`src/rtl/ex_stage.sv`:
```
// ex_stage -- execute stage of the five-stage MIPS pipeline.
//
// Takes the decoded controls and operands from the ID/EX register, computes
// the ALU result, resolves branch/jump redirection and registers everything
// into the EX/MEM boundary.
//
// Build option: define EX_ITERATIVE_MUL_EN to build the 32-step shift-add
// multiplier for ALU code 1000. Without it, code 1000 returns 0 in one cycle
// and oStall is tied low.
//
// Ports:
//   clock, reset          pipeline clock, asynchronous active-high reset
//   iFlush                squash the instruction in EX (from registered oPCSrc)
//   iRegWrite..iJumps     decoded controls
//   iALUCtrl              ALU operation code
//   iA, iB, isignext      rs value, rt value, sign-extended immediate
//   iBranch, iJump        precomputed branch / jump targets
//   iRegDest              destination register number
//   oRegWrite..oMemToReg  registered controls
//   oALUResult            registered ALU / multiply result
//   oStoreData, oRegDest  registered rt value and destination
//   oZero                 registered (A - Bop == 0)
//   oPCSrc, oTarget       registered redirect request and target
//   oStall                combinational upstream hold (ID/EX enable = ~oStall)
module ex_stage #(
    parameter int WIDTH      = 32,
    parameter int MUL_CYCLES = 32
) (
    input  logic             clock,
    input  logic             reset,
    input  logic             iFlush,
    input  logic             iRegWrite,
    input  logic             iALUSrc,
    input  logic             iMemRead,
    input  logic             iMemWrite,
    input  logic             iMemToReg,
    input  logic             iBranchs,
    input  logic             iJumps,
    input  logic [3:0]       iALUCtrl,
    input  logic [WIDTH-1:0] iA,
    input  logic [WIDTH-1:0] iB,
    input  logic [WIDTH-1:0] isignext,
    input  logic [WIDTH-1:0] iBranch,
    input  logic [WIDTH-1:0] iJump,
    input  logic [4:0]       iRegDest,
    output logic             oRegWrite,
    output logic             oMemRead,
    output logic             oMemWrite,
    output logic             oMemToReg,
    output logic [WIDTH-1:0] oALUResult,
    output logic [WIDTH-1:0] oStoreData,
    output logic [4:0]       oRegDest,
    output logic             oZero,
    output logic             oPCSrc,
    output logic [WIDTH-1:0] oTarget,
    output logic             oStall
);

    if (WIDTH != 32 || MUL_CYCLES != 32) begin : g_bad_cfg
        $error("ex_stage: only WIDTH=32 and MUL_CYCLES=32 are supported");
    end

    localparam logic [3:0] ALU_AND = 4'b0000;
    localparam logic [3:0] ALU_OR  = 4'b0001;
    localparam logic [3:0] ALU_ADD = 4'b0010;
    localparam logic [3:0] ALU_SUB = 4'b0110;
    localparam logic [3:0] ALU_SLT = 4'b0111;
    localparam logic [3:0] ALU_NOR = 4'b1100;
    localparam logic [3:0] ALU_MUL = 4'b1000;

    logic [WIDTH-1:0] bop;
    logic [WIDTH-1:0] diff;
    logic [WIDTH-1:0] alu_res;
    logic             zero;
    logic             pcsrc;
    logic [WIDTH-1:0] target;
    logic             stall;

`ifdef EX_ITERATIVE_MUL_EN
    localparam int CNT_W = $clog2(MUL_CYCLES);
    localparam logic [CNT_W-1:0] LAST_CNT = CNT_W'(MUL_CYCLES - 1);

    typedef enum logic [1:0] {S_IDLE, S_BUSY, S_DONE} state_t;

    state_t           state_q, state_d;
    logic [WIDTH-1:0] mcand_q, mcand_d;
    logic [WIDTH-1:0] mplier_q, mplier_d;
    logic [WIDTH-1:0] acc_q, acc_d;
    logic [CNT_W-1:0] count_q, count_d;
`endif

    // ---------------- ALU and redirect ----------------
    always_comb begin
        bop     = iALUSrc ? isignext : iB;
        diff    = iA - bop;
        alu_res = '0;
        unique case (iALUCtrl)
            ALU_AND: alu_res = iA & bop;
            ALU_OR:  alu_res = iA | bop;
            ALU_ADD: alu_res = iA + bop;
            ALU_SUB: alu_res = diff;
            ALU_SLT: alu_res = {{(WIDTH-1){1'b0}}, $signed(iA) < $signed(bop)};
            ALU_NOR: alu_res = ~(iA | bop);
`ifdef EX_ITERATIVE_MUL_EN
            // Only consumed in DONE; earlier cycles load bubbles.
            ALU_MUL: alu_res = acc_q;
`else
            ALU_MUL: alu_res = '0;
`endif
            default: alu_res = '0;
        endcase
        zero = (diff == '0);

        pcsrc  = 1'b0;
        target = '0;
        if (iJumps) begin
            pcsrc  = 1'b1;
            target = iJump;
        end else if (iBranchs && zero) begin
            pcsrc  = 1'b1;
            target = iBranch;
        end
    end

`ifdef EX_ITERATIVE_MUL_EN
    // ---------------- Multiplier FSM ----------------
    always_ff @(posedge clock or posedge reset) begin
        if (reset) begin
            state_q  <= S_IDLE;
            mcand_q  <= '0;
            mplier_q <= '0;
            acc_q    <= '0;
            count_q  <= '0;
        end else begin
            state_q  <= state_d;
            mcand_q  <= mcand_d;
            mplier_q <= mplier_d;
            acc_q    <= acc_d;
            count_q  <= count_d;
        end
    end

    always_comb begin
        state_d  = state_q;
        mcand_d  = mcand_q;
        mplier_d = mplier_q;
        acc_d    = acc_q;
        count_d  = count_q;
        unique case (state_q)
            S_IDLE: begin
                if (iALUCtrl == ALU_MUL && !iFlush) begin
                    state_d  = S_BUSY;
                    mcand_d  = iA;
                    mplier_d = bop;
                    acc_d    = '0;
                    count_d  = '0;
                end
            end
            S_BUSY: begin
                if (iFlush) begin
                    state_d = S_IDLE;
                end else begin
                    if (mplier_q[0]) acc_d = acc_q + mcand_q;
                    mcand_d  = mcand_q << 1;
                    mplier_d = mplier_q >> 1;
                    count_d  = count_q + 1'b1;
                    if (count_q == LAST_CNT) state_d = S_DONE;
                end
            end
            S_DONE:  state_d = S_IDLE;
            default: state_d = S_IDLE;
        endcase
    end

    always_comb begin
        stall = 1'b0;
        if (state_q == S_BUSY) stall = 1'b1;
        else if (state_q == S_IDLE && iALUCtrl == ALU_MUL && !iFlush) stall = 1'b1;
    end
`else
    always_comb stall = 1'b0;
`endif

    assign oStall = stall;

    // ---------------- EX/MEM register ----------------
    logic             regwrite_q, regwrite_d;
    logic             memread_q, memread_d;
    logic             memwrite_q, memwrite_d;
    logic             memtoreg_q, memtoreg_d;
    logic [WIDTH-1:0] alu_q, alu_d;
    logic [WIDTH-1:0] store_q, store_d;
    logic [4:0]       dest_q, dest_d;
    logic             zero_q, zero_d;
    logic             pcsrc_q, pcsrc_d;
    logic [WIDTH-1:0] target_q, target_d;

    always_comb begin
        regwrite_d = 1'b0;
        memread_d  = 1'b0;
        memwrite_d = 1'b0;
        memtoreg_d = 1'b0;
        alu_d      = '0;
        store_d    = '0;
        dest_d     = '0;
        zero_d     = 1'b0;
        pcsrc_d    = 1'b0;
        target_d   = '0;
        if (!(iFlush || stall)) begin
            regwrite_d = iRegWrite;
            memread_d  = iMemRead;
            memwrite_d = iMemWrite;
            memtoreg_d = iMemToReg;
            alu_d      = alu_res;
            store_d    = iB;
            dest_d     = iRegDest;
            zero_d     = zero;
            pcsrc_d    = pcsrc;
            target_d   = target;
        end
    end

    always_ff @(posedge clock or posedge reset) begin
        if (reset) begin
            regwrite_q <= 1'b0;
            memread_q  <= 1'b0;
            memwrite_q <= 1'b0;
            memtoreg_q <= 1'b0;
            alu_q      <= '0;
            store_q    <= '0;
            dest_q     <= '0;
            zero_q     <= 1'b0;
            pcsrc_q    <= 1'b0;
            target_q   <= '0;
        end else begin
            regwrite_q <= regwrite_d;
            memread_q  <= memread_d;
            memwrite_q <= memwrite_d;
            memtoreg_q <= memtoreg_d;
            alu_q      <= alu_d;
            store_q    <= store_d;
            dest_q     <= dest_d;
            zero_q     <= zero_d;
            pcsrc_q    <= pcsrc_d;
            target_q   <= target_d;
        end
    end

    assign oRegWrite  = regwrite_q;
    assign oMemRead   = memread_q;
    assign oMemWrite  = memwrite_q;
    assign oMemToReg  = memtoreg_q;
    assign oALUResult = alu_q;
    assign oStoreData = store_q;
    assign oRegDest   = dest_q;
    assign oZero      = zero_q;
    assign oPCSrc     = pcsrc_q;
    assign oTarget    = target_q;

endmodule

```
`config.mk`:
```
export PLATFORM = sky130hd
export DESIGN_NAME = ex_stage
export DESIGN_NICKNAME = d
export VERILOG_FILES = /design/src/rtl/ex_stage.sv
export SDC_FILE = /design/constraint.sdc
export NUM_CORES = 1
export LEC_CHECK = 0
export BUFFER_PORTS_ARGS = -buffer_cell sky130_fd_sc_hd__buf_2
export CAP_MARGIN = 20
export CORE_UTILIZATION = 50
export DETAILED_ROUTE_END_ITERATION = 8
export PLACE_DENSITY = 0.78
export SKIP_LAST_GASP = 1
export SYNTH_ARGS = -nofsm -noshare
export SYNTH_HDL_FRONTEND = slang
export SYNTH_SLANG_ARGS = --single-unit
```
`constraint.sdc`:
```
create_clock -name clock -period 4.8 [get_ports clock]
set_clock_uncertainty 0.15 [all_clocks]
set_input_delay 0.96 -clock clock [delete_from_list [all_inputs] [get_ports clock]]
set_output_delay 0.96 -clock clock [all_outputs]
set_load 0.02 [all_outputs]
```
==> After elaboration in Yosys (flattened, before gate mapping) <==
Index checks and enable logic that the tools add are counted.
W data, S select, Z words.
{ "word_totals": {"regBits": 107, "latch_bits": 0, "ramBits": 0, "rom_bits": 0, "output_inout_bits": 108, "word_cells": 40, "n_memories": 0} }
{ "op_classes": {"add_sub_neg": 2, "n_mul": 0, "div_mod_pow": 0, "order_cmp": 1, "n_eq_ne": 5, "n_shift": 0, "mux": 16, "bitwise_logic": 3, "n_reduce_logical": 3} }
{ "ops": {"columns": ["op", "n"], "rows": [
  ["$mux W32", 6],
  ["$pmux W32 S6", 1],
  ["$add A32 B32 Y32", 1],
  ["$and A32 B32 Y32", 1],
  ["$logic_not A32 Y1", 1],
  ["$lt A32 B32 Y1", 1],
  ["$not A32 Y32", 1],
  ["$or A32 B32 Y32", 1],
  ["$sub A32 B32 Y32", 1],
  ["$eq A4 B3 Y1 const B", 2],
  ["$mux W1", 8],
  ["$mux W5", 1],
  ["$eq A4 B1 Y1 const B", 1],
  ["$eq A4 B2 Y1 const B", 1],
  ["$eq A4 B4 Y1 const B", 1],
  ["$logic_not A4 Y1", 1],
  ["$logic_and A1 B1 Y1", 1]
]} }

==> Longest topological paths before layout <==
Gate-level depths: netlist of run 1.
{ "logic_depth": {"depth_word": 7, "ltp_mapped": 18, "mapped_depth_nobuf": 15} }

==> Worst setup path before layout of run 1 <==
OpenSTA, ideal clock, no wires.
{ "synth_path": {"kind": "in2reg", "startpoint": "input iALUSrc", "endpoint": "register target_q[0] (netlist: oTarget[0])", "setup_time_ps": 74, "arrival_time_ps": 5266, "slack_ps": -690, "path_stages": 17, "path_buffers": 3, "path_cell_list": "clkbuf_1 -> buf_1 -> mux2i_1 -> inv_1 -> ha_1 -> fa_1 -> nor2b_1 -> o221a_4 -> o311ai_2 -> a21boi_1 -> o211ai_1 -> a311o_1 -> or4_4 -> nor4b_4 -> nand2_2 -> buf_6 -> o21ai_2"} }
{ "synth_via": {"elab_chain_len": 7} }
{ "synth_rtl": {"columns": ["item", "line", "source"], "rows": [
  ["start: declaration", "33", "input logic iALUSrc,"],
  ["$mux W32", "94", "bop = iALUSrc ? isignext : iB;"],
  ["$sub A32 B32 Y32", "95", "diff = iA - bop;"],
  ["$logic_not A32 Y1", "112", "zero = (diff == '0);"],
  ["$logic_and A1 B1 Y1", "119", "end else if (iBranchs && zero) begin"],
  ["$mux W32", "119", null],
  ["$mux W32", "116", "if (iJumps) begin"],
  ["$mux W32", "209", "if (!(iFlush || stall)) begin"],
  ["via target_d[0]", "196", "logic [WIDTH-1:0] target_q, target_d;"],
  ["end signal: assignment", "245", "target_q <= target_d;"],
  ["end: declaration", "196", null]
]} }
The timed path passes the listed nets, and every way through them passes these cells.

==> Worst setup path in the final report of run 1 <==
Ends and elaborated chain as after synthesis.

==> run_results.csv, run 1 <==
group,metric,value,unit
status,outcome,"finished, final reports clean",
pwr,p_leak,7.00,nW
yosys,netlist.area_leader.share,28.1,%
pwr,ir_drop,0.000208,V
yosys,synth.top_cells.by_area,"dfrtp_1 (28%), ha_1 (13%), nand2_1 (4.8%)",
route,drtAntennaViolNets,0,
route,wl_per_cell,18.1,um
route,first_pass_iters,5,
clock_tree,cts_buffers,9,
worst_setup_path,critPathKind,"in2reg",
worst_hold_path,hold_class,"in2async",
global_route,grt_pass1_vias,10300,
yosys,syn_avg_cell_area,8.15,um2
route,drt-total-wl,33.8,mm
yosys,synth-async-reset-ratio,100,%
global_route,grt_usage,32.6,%
placement,gp_congestion,0.984,
timing,final.setup.tns,0,ns
global_route,grt_start_max_net_pins,42,
placement,dp_cells,1830,
yosys,syn-instance-count,1168,
yosys,synth.distinct_cells,78,
placement,dpl.hpwl,25.4,mm
worst_setup_path,start_kind,"input pin",
finish,antenna_cells,0,
route,vias,10600,
placement,place_area,12700,um2
clock_tree,root_buffer,"clkbuf_16",
timing,relSlewSlack,29.4,%
floorplanning,rows,50,
yosys,synth_ff_type,"dfrtp_1",
yosys,yosys.area.top_type,"dfrtp_1",
clock_tree,clk_pin_slew,0.09,ns
floorplanning,floorplan.initialDensity,50.9,%
run,drv_cap,0,
yosys,synth_seq_area_share,28.1,%
timing,rsz0062_at_grt,"yes",
yosys,synth-seq-cells,107,
worst_setup_path,worstPathArrival,4.90,ns
yosys,synth.net_count,1445,
yosys,synth_edf_count,0,
yosys,synth_warnings,0,
finish,synthToLayoutAreaGrowth,45.1,%
floorplanning,die_w,140,um
global_route,globalRoute.totalOverflow,0,
floorplanning,core_area,18700,um2
floorplanning,dieArea,19600,um2
floorplanning,ioPinCount,287,
worst_setup_path,cp.required,4.95,ns
global_route,antenna_found_initial,0,
route,route.detailed.drc,0,
finish,stdcell_count,1866,
clock_tree,h-tree-depth,3,
timing,whs,0.455,ns
timing,hold_violations,0,
timing,fmax,0.210,GHz
timing,max_slew.worst_pin.slew,1.06,ns
worst_setup_path,crit_fanout,6,
yosys,ys_top_cells_by_count,"nand2_1 (121), dfrtp_1 (107), inv_1 (99), ha_1 (96), nor2_1 (88)",
worst_setup_path,critPathCaptureType,"register",
clock_tree,cts_buffer_depth,2,
clock_tree,clock-sinks,107,
timing,slew_viol_final,0,
yosys,netlist_area,9520,um2
timing,period_share,99.0,%
route,viasPerCell,5.67,
finish,drive_gt1_share,40.2,%
yosys,yosysMostFrequentCell,"nand2_1",
pwr,power_density,240,nW/um2
placement,numPortBuffers,285,
route,dr.first_iter.drc_count,737,
timing,setup_viol,0,
global_route,grt_first_pass_wirelength,50.6,mm
floorplanning,dieHeight,140,um
finish,fin_nets,1904,
clock_tree,cts_tree,"done",
finish,design_area,13800,um2
timing,final.min_clock_period,4.75,ns
## worst max-delay path: stages
cell and delay, ns:
buf_6 0.11, buf_6 0.13, mux2i_4 0.18, inv_2 0.08, ha_4 0.14, fa_2 0.24
nor2b_4 0.05, o221a_4 0.24, o311ai_4 0.32, a21boi_2 0.15, o211ai_1 0.30, buf_4 0.17
a21oi_1 0.07, a311o_1 0.28, or4_4 0.52, nor4b_4 0.38, nand2_4 0.10, buf_12 0.16
clkbuf_16 0.16, o21ai_2 0.14
## logic make-up (layout without fill, tap and decap cells)
family | count (synthesis) | in the layout | synth area share [%]
flops | 107 | 107 | 28.1
buf+inv | 165 | 629 | 6.88
simple gates | 383 | 383 | 20.1
compound gates | 332 | 332 | 23.8
fa+ha+maj | 98 | 98 | 13.0
other cells | 1 | 1 | 0.0394
mux | 36 | 36 | 3.78
xor+xnor | 46 | 46 | 4.23
## per-stage QoR
step	total power (W)	util, %	setup WS [ns]
floorplan	0.00176	-	0.0346
global placement	0.00234	67.9	-0.312
detailed placement	0.00236	67.9	-0.412
CTS	0.00319	69.7	0.00502
global route	0.00348	73.9	-0.0459
finish	0.00332	73.9	0.0492
## repair_timing
item,in CTS,in global routing
gates resized for setup,2,106
endpoints found under the setup margin,25,35
buffers inserted,0,17
hold buffers,0,0
pin swaps,0,27
cloned,0,3
## cells in the final DEF, fill, tap and decap left out, types with 13 or more instances in the layout
cell type / instances
nor2b_1: 58
dfrtp_1: 107
nor3_1: 21
ha_4: 13
mux2i_1: 17
a221oi_1: 31
o21ai_2: 32
ha_1: 80
buf_4: 211
nand3_1: 15
a21oi_1: 78
nor2_1: 85
nand2_1: 119
inv_1: 97
buf_2: 284
o21ai_0: 61
xnor2_1: 37
## metal layers
metal  up-vias  wire length [um]  GRT usage [%]
met5         -                 0              0
met1      5027             13600           39.6
met4         0              1250           14.3
met2       455             16900           57.3
met3        77              2050           4.72
li1       5024                 -              -
## registers in the layout (all words and copies together), names as in the netlist
register    flops
oRegDest        5
oMemRead        1
oPCSrc          1
oALUResult     32
oMemToReg       1
oMemWrite       1
oZero           1
oStoreData     32
oTarget        32
oRegWrite       1
## final timing paths
kind / start / to
setup / recovery: iALUSrc / oTarget[0]$_DFF_PP0_
hold / removal: reset / oStoreData[25]$_DFF_PP0_
max in group asynchronous: reset / oTarget[14]$_DFF_PP0_
min in group clock: iJump[10] / oTarget[10]$_DFF_PP0_
## layout make-up
class                           instances  area, um2
Tap cell                              234        293
Inverter                              101        382
Timing Repair Buffer                  512       3280
Multi-Input combinational cell        896       6850
Fill cell                            1404       4890
Sequential cell                       107       2680
Clock inverter                          7        109
Clock buffer                            9        225
## where the power goes
group / total (W) / internal [W] / switching (W)
clock: 0.000821 / 0.000389 / 0.000432
sequential: 0.000943 / 0.000934 / 0.00000865
combinational: 0.00155 / 0.000720 / 0.000832
total: 0.00332 / 0.00204 / 0.00127
(Power assumes the default switching activity.)
==> run 2, diff against run 1 <==
--- a/config.mk
+++ b/config.mk
@@ -7,6 +7,7 @@
 export LEC_CHECK = 0
 export BUFFER_PORTS_ARGS = -buffer_cell sky130_fd_sc_hd__buf_2
 export CAP_MARGIN = 20
+export CORE_ASPECT_RATIO = 1.2
 export CORE_UTILIZATION = 50
 export DETAILED_ROUTE_END_ITERATION = 8
 export PLACE_DENSITY = 0.78
==> run 2 against run 1 <==
Effect of this change:
- the run now ends with negative setup slack left
- via count fell by 1.1%
- cell area shrank 2.6%
- non-clock buffer count fell by 27
- wire length down 1.5%
- combinational power down 5%
- utilization decreased by 0.90 points
- sequential share of layout area grew 0.52 points
- die area about the same
- critical path type unchanged
- largest cell class unchanged
- largest power group unchanged
==> run_results.csv, run 2 (same netlist as run 1, synthesis figures left out) <==
group,metric,value,unit
status,outcome,"finished, violations left",
status,violations,"negative setup slack",
global_route,grt_start_max_net_pins,53,
timing,final.min_clock_period,4.82,ns
timing,worst_slack,-0.0163,ns
floorplanning,ioPinCount,287,
pwr,p_leak,6.86,nW
timing,fmax,0.208,GHz
worst_hold_path,hold_class,"in2async",
route,first_pass_iters,5,
placement,gp_congestion,0.977,
route,dr.first_iter.drc_count,743,
route,wl_per_cell,17.9,um
clock_tree,clock-sinks,107,
floorplanning,dieHeight,153,um
finish,layout_common_cells,"buf_2 (284), buf_4 (186), nand2_1 (121)",
timing,hold_violations,0,
floorplanning,die_w,128,um
placement,numPortBuffers,285,
global_route,globalRoute.totalOverflow,0,
route,vias,10500,
worst_setup_path,start_kind,"input pin",
route,drt-total-wl,33.3,mm
clock_tree,root_buffer,"clkbuf_16",
worst_setup_path,cp.required,4.95,ns
clock_tree,cts_buffers,9,
clock_tree,clk_pin_slew,0.08,ns
clock_tree,cts_tree,"done",
global_route,antenna_found_initial,1,
finish,fin_nets,1877,
floorplanning,dieArea,19600,um2
finish,synthToLayoutAreaGrowth,41.3,%
worst_setup_path,worstPathArrival,4.96,ns
timing,max_slew.worst_pin.slew,1.08,ns
floorplanning,core_area,18400,um2
placement,dpl.hpwl,25.0,mm
global_route,grt_first_pass_wirelength,50.4,mm
finish,regArea,2680,um2
global_route,grt_usage,32.3,%
pwr,p_total,0.00322,W
worst_setup_path,crit_fanout,7,
clock_tree,h-tree-depth,3,
timing,period_share,100,%
timing,slew_viol_final,0,
route,viasPerCell,5.64,
route,drtAntennaViolNets,0,
finish,drive_gt1_share,37.6,%
pwr,ir_drop,0.000251,V
timing,setup_viol,6,
finish,finish.utilization,73.0,%
route,route.detailed.drc,0,
worst_setup_path,critPathKind,"in2reg",
run,drv_cap,0,
timing,rsz0062_at_grt,"yes",
pwr,power_density,239,nW/um2
finish,final_common_cell,"buf_2",
global_route,grt_pass1_vias,10300,
floorplanning,rows,54,
worst_setup_path,critPathCaptureType,"register",
timing,relSlewSlack,27.7,%
finish,filler_cell_count,1383,
clock_tree,cts_buffer_depth,2,
clock_tree,hold_buffers,0,
floorplanning,floorplan.initialDensity,51.6,%
finish,multiInputGateArea,6660,um2
## run 2: cell type report
cell class              count  share of cell area, %
diodes                      1                 0.0186
clock buffers               9                   1.67
clock inverters             7                  0.772
inverters                 101                   2.84
multi-input cells         896                   49.5
flip-flops and latches    107                   19.9
well taps                 252                   2.34
repair buffers            485                   23.0
## run 2: metrics by stage
step                      setup WS (ns)  hold WS, ns  cell area (um2)  setup TNS (ns)  cells
after floorplan                  0.0346        0.903             9680               0   1168
after global placement           -0.284        0.939            12600           -9.00   1827
after detailed placement         -0.375        0.943            12600          -11.73   1827
after CTS                       0.00893        0.548            12900               0   1843
after global routing             -0.164        0.585            13500           -4.32   1858
final                           -0.0163        0.531            13500         -0.0454   1858
## run 2: report_power, final
part           total, W  switching, W  internal [W]  leakage (nW)
Sequential     0.000942    0.00000847      0.000934          1.43
Combinational   0.00148      0.000807      0.000672          5.27
Clock          0.000802      0.000414      0.000387         0.158
## run 2: metal layers
layer	part of all wire, %	global-route usage, %
met4	3.8	13.6
met1	39	37.8
met3	5.2	4.31
met2	52	58.5
met5	0	0
## run 2: final timing paths
kind | end | from | slack (ns)
min in group clock | oTarget[5]$_DFF_PP0_ | iJump[5] | 0.64
max | oTarget[22]$_DFF_PP0_ | iALUSrc | -0.02
max in group asynchronous | oALUResult[0]$_DFF_PP0_ | reset | 3.12
min | oALUResult[23]$_DFF_PP0_ | reset | 0.53
## run 2: critical path: stages
cell       delay, ns
buf_8           0.09
buf_12          0.15
buf_12          0.16
buf_6           0.14
mux2i_4         0.27
ha_4            0.25
buf_12          0.13
nor4_4          0.30
nand4_1         0.22
a21oi_2         0.19
nor3_2          0.09
nand3_1         0.08
o211ai_1        0.11
a311o_1         0.30
or4_4           0.53
nor4b_4         0.41
nand2_4         0.20
clkbuf_16       0.22
o21ai_2         0.11
## run 2: what timing repair did
action,4_1_cts,5_1_grt
pin swaps,0,52
setup endpoints to repair,31,35
resized for setup,1,69
gates cloned,0,4
setup buffers,0,8
